**src/rtl/rv32_instr_byte_loader.sv**
```systemverilog
// rtl/rv32_instr_byte_loader.sv - assembles RV32I words from a byte stream into a small instruction FIFO
module rv32_instr_byte_loader #(
  parameter int          DEPTH     = 2,
  parameter logic [31:0] NOP_INSTR = 32'h00000013
) (
  input  logic                     clk,
  input  logic                     rst,
  input  logic [7:0]               byte_in,
  input  logic                     byte_valid,
  output logic                     byte_ready,
  input  logic                     flush,
  output logic [31:0]              instr,
  output logic                     instr_valid,
  input  logic                     instr_ready,
  output logic [1:0]               byte_idx,
  output logic [$clog2(DEPTH):0]   level
);

  localparam int          AW   = $clog2(DEPTH);
  localparam logic [AW:0] FULL = (AW+1)'(DEPTH);

  logic [31:0]   asm_word;
  logic [31:0]   mem [DEPTH];
  logic [AW-1:0] wr_ptr;
  logic [AW-1:0] rd_ptr;
  logic [1:0]    idx_q;
  logic [AW:0]   level_q;

  logic last_slot;
  logic pop;
  logic accept;
  logic push;

  // Only the word-completing byte can be backpressured; a same-cycle pop frees its slot.
  always_comb begin
    last_slot  = (idx_q == 2'd3);
    pop        = (level_q != '0) && instr_ready;
    byte_ready = !last_slot || (level_q < FULL) || pop;
    accept     = byte_valid && byte_ready;
    push       = accept && last_slot;
  end

  assign instr_valid = (level_q != '0);
  assign instr       = (level_q != '0) ? mem[rd_ptr] : NOP_INSTR;
  assign byte_idx    = idx_q;
  assign level       = level_q;

  always_ff @(posedge clk) begin
    if (rst || flush) begin
      asm_word <= '0;
      idx_q    <= '0;
      level_q  <= '0;
      wr_ptr   <= '0;
      rd_ptr   <= '0;
    end else begin
      if (accept) begin
        idx_q <= idx_q + 2'd1;
        if (!last_slot) begin
          asm_word[{idx_q, 3'b000} +: 8] <= byte_in;
        end
      end
      if (push) begin
        wr_ptr <= wr_ptr + AW'(1);
      end
      if (pop) begin
        rd_ptr <= rd_ptr + AW'(1);
      end
      if (push && !pop) begin
        level_q <= level_q + (AW+1)'(1);
      end else if (!push && pop) begin
        level_q <= level_q - (AW+1)'(1);
      end
    end
  end

  // The completing byte goes straight into the FIFO alongside the three staged bytes.
  always_ff @(posedge clk) begin
    if (push && !rst && !flush) begin
      mem[wr_ptr] <= {byte_in, asm_word[23:0]};
    end
  end

endmodule

```
**config.mk**
```make
export PLATFORM = sky130hd
export DESIGN_NAME = rv32_instr_byte_loader
export DESIGN_NICKNAME = d
export VERILOG_FILES = /design/src/rtl/rv32_instr_byte_loader.sv
export SDC_FILE = /design/constraint.sdc
export NUM_CORES = 1
export LEC_CHECK = 0
export ABC_AREA = 1
export CORE_AREA = 2 2 98 100
export DETAILED_ROUTE_END_ITERATION = 16
export DIE_AREA = 0 0 100 102
export PLACE_DENSITY = 0.66
export SYNTH_ARGS = -nofsm -noshare
export SYNTH_HDL_FRONTEND = slang
export SYNTH_SLANG_ARGS = --single-unit
```
**constraint.sdc**
```tcl
create_clock -name clk -period 7.2 [get_ports clk]
set_input_delay 1.44 -clock clk [delete_from_list [all_inputs] [get_ports clk]]
set_output_delay 1.44 -clock clk [all_outputs]
set_load 0.005 [all_outputs]
```
==> impl_metrics.tcl <==
set metrics [dict create \
    status "completed" \
    tritoncts "built" \
    async_flop_share 0 \
    via_count_of_the_first_global_routing_pass 2536 \
    synth_edf_count 64 \
    multi_input_area_um2 1226 \
    placed_cells 552 \
    routabilityCongestion 0.8220 \
    h-tree-depth 3 \
    seqPwrFrac 0.581 \
    layout-drive-gt1-share 0.1225 \
    period_needed_ps 4100 \
    max-vdd-ir-drop_mv 0.08750 \
    worst_slew_margin_relative_to_its_limit 0.3782 \
    cts.reportedPaths.clkPinSlew_ps 90 \
    global_route.overflow_total 0 \
    synth_top_area_cell "sky130_fd_sc_hd__edfxtp_1" \
    post_layout_nonfiller_instances 568 \
    yosys.area.top_type_share 0.4761 \
    worst_slew_pin_slew_ps 931.7 \
    initial_util 0.4431 \
    sort_of_element_at_the_start_of_the_critical_path "primary input" \
    area_growth_syn_to_layout_pct 19.31 \
    net-switching-power_mw 0.2101 \
    drt_drc_violations_left 0 \
    required_time_of_the_critical_path_ps 5760 \
    max-cap-violations 0 \
    route.vias.total 2728 \
    drt_wl_total_um 7544 \
    port_buffers 50 \
    hpwl_um 4996 \
    worstPathCellList "clkdlybuf4s50_1 -> inv_1 -> nand3_2 -> clkdlybuf4s50_1" \
    synth-main-ff-cell "sky130_fd_sc_hd__edfxtp_1" \
    crit_path_top_delay_cell "sky130_fd_sc_hd__clkdlybuf4s50_1" \
    synth.avg_cell_area_um2 10.04 \
    root_buffer "sky130_fd_sc_hd__clkbuf_8" \
    fill_cells 823 \
    p_clk_frac 0.369 \
    yosysMostFrequentCell "sky130_fd_sc_hd__nand2_1" \
    grt.total_usage 0.1614 \
    achievable-frequency_mhz 243.9 \
    p_int_mw 0.7977 \
    pin_count 51 \
    design.core.area_um2 9109 \
    antenna_cells 0 \
    worst_setup_path_end_kind "primary output" \
    synth_common_cells "sky130_fd_sc_hd__nand2_1 (114), sky130_fd_sc_hd__edfxtp_1 (64), sky130_fd_sc_hd__nor2_1 (47)" \
    critical_path_peak_fanout 6 \
    clock_sink_count 95 \
    routed_via_density 4.803 \
    setup_viol 0 \
    power.leakage_nw 1.764 \
    max_stage_delay_ps 520 \
    drt-initial-drc-count 216 \
    floorplan.die.width_um 100 \
    ys_seq_area_frac 0.6299 \
    clock_latency_late_sink_ps 360 \
    number_of_nets_in_the_final_layout 471 \
    final-hold-violation-count 0 \
    yosys_warnings 0 \
    path_common_cell "sky130_fd_sc_hd__clkdlybuf4s50_1" \
    syn_area_um2 4036 \
    synth.net_count 421 \
    period_share 0.5694 \
    die_area_um2 10200 \
    route.antenna.remaining_nets 0 \
    ws_path_type "primary input to primary output" \
    synth.distinct_cells 25 \
    final-seq-area_um2 2542 \
    power-per-cell-area_nw_per_um2 209.3 \
    grt_max_degree 34 \
    grt_setup_unrepaired "no" \
    clk_path_buf_depth 2 \
    p_comb_frac 0.050 \
    wire_per_inst_um 13.28 \
    switching_share 0.2084 \
    firstDrtPassIters 4 \
    netlist_instances 402 \
    numCtsBuffers 9 \
    timing.clock.skew_ps 9.326 \
    floorplan.die.height_um 102 \
    critical_path_data_arrival_time_ps 2660 \
    timing.setup.tns_ps 0 \
    grt_first_pass_wirelength_um 12520 \
    hold_path.class "flop to flop" \
    floorplan.rows 35 \
    post_cts_hold_buffer_count 0 \
    post_cts_buffers 0 \
    ys_top_cells_by_area "sky130_fd_sc_hd__edfxtp_1 (48%), sky130_fd_sc_hd__dfxtp_1 (15%), sky130_fd_sc_hd__nand2_1 (11%), sky130_fd_sc_hd__nor2_1 (4.4%), sky130_fd_sc_hd__inv_1 (3.3%)" \
    cts_resized 0 \
    antenna_found_initial 0 \
    timing.final.max_slew_violations 0 \
    ys_seq_elements 95 \
]
kinds of logic after synthesis:
family	count (synthesis)	synth area share
AO/OA/AOI/OAI	57	0.08741
AND/OR/NAND/NOR	186	0.1959
adder cells (fa/ha/maj)	6	0.01860
flip-flops	95	0.6299
buffers and inverters	58	0.06820
layout by cell type, fill, tap and decap left out, drive strengths merged:
cell / n
a21oi: 36
nor2: 51
ha: 6
o21ai: 21
dfxtp: 31
nand3: 17
clkbuf: 11
buf: 4
nor3: 1
clkdlybuf4s50: 50
clkinv: 3
edfxtp: 64
nand2: 116
bufinv: 2
inv: 43
nand4: 1
worst paths after layout:
check	startpoint	endpoint	slack, ps	cells after the start
hold reg to reg	asm_word[8]	mem[0][8]	450	0
hold / removal	asm_word[8]	mem[0][8]	450	0
setup / recovery	instr_ready	byte_ready	3100	4
setup reg to reg	byte_idx[0]	mem[0][28]	4720	4
critical path, delay by kind of cell:
family | cells | cell delay [ps]
simple gates | 1 | 110
buf+inv | 3 | 1100
sequential cells by signal, indices dropped and copies added, names as in the netlist, named ones only:
name	flops
rd_ptr	1
byte_idx	2
asm_word	24
mem	64
wr_ptr	1
level	2
per-stage QoR:
| stage | power (mW) | hold slack (ps) | util | setup WS (ps) | instance area (um2) |
|---|---|---|---|---|---|
| 6_report | 1.008 | 451.1 | 0.5287 | 3100 | 4816 |
| 5_1_grt | 1.045 | 482.1 | 0.5287 | 3053 | 4816 |
| 2_1_floorplan | 0.6299 | 425.6 | - | 2834 | 4036 |
| 3_5_place_dp | 0.6487 | 441.0 | 0.5052 | 3111 | 4602 |
| 4_1_cts | 1.013 | 455.6 | 0.5287 | 3104 | 4816 |
| 3_3_place_gp | 0.6470 | 431.3 | 0.5052 | 3119 | 4602 |
layer usage:
| metal | part of all wire | vias to the layer above | global-route usage |
|---|---|---|---|
| met4 | 0.019 | 0 | 0.07798 |
| met3 | 0.038 | 10 | 0.02941 |
| met2 | 0.50 | 56 | 0.2682 |
| li1 | - | 1410 | - |
| met1 | 0.44 | 1252 | 0.2059 |
| met5 | 0 | - | 0 |
power groups by stage:
stage / Clock, mW / Sequential, mW / Combinational, mW
3_3_place_gp: 0 / 0.598 / 0.0491
3_5_place_dp: 0 / 0.598 / 0.0505
2_1_floorplan: 0 / 0.597 / 0.0330
6_report: 0.372 / 0.585 / 0.0506
5_1_grt: 0.401 / 0.586 / 0.0573
4_1_cts: 0.377 / 0.586 / 0.0508
final cells by class:
cell class,count,area share
Multi-Input combinational cell,249,0.2546
Sequential cell,95,0.5279
Inverter,43,0.03403
Clock buffer,11,0.02728
Clock inverter,5,0.01715
Timing Repair Buffer,54,0.1102
Tap cell,111,0.02884
(Power assumes the default switching activity.)
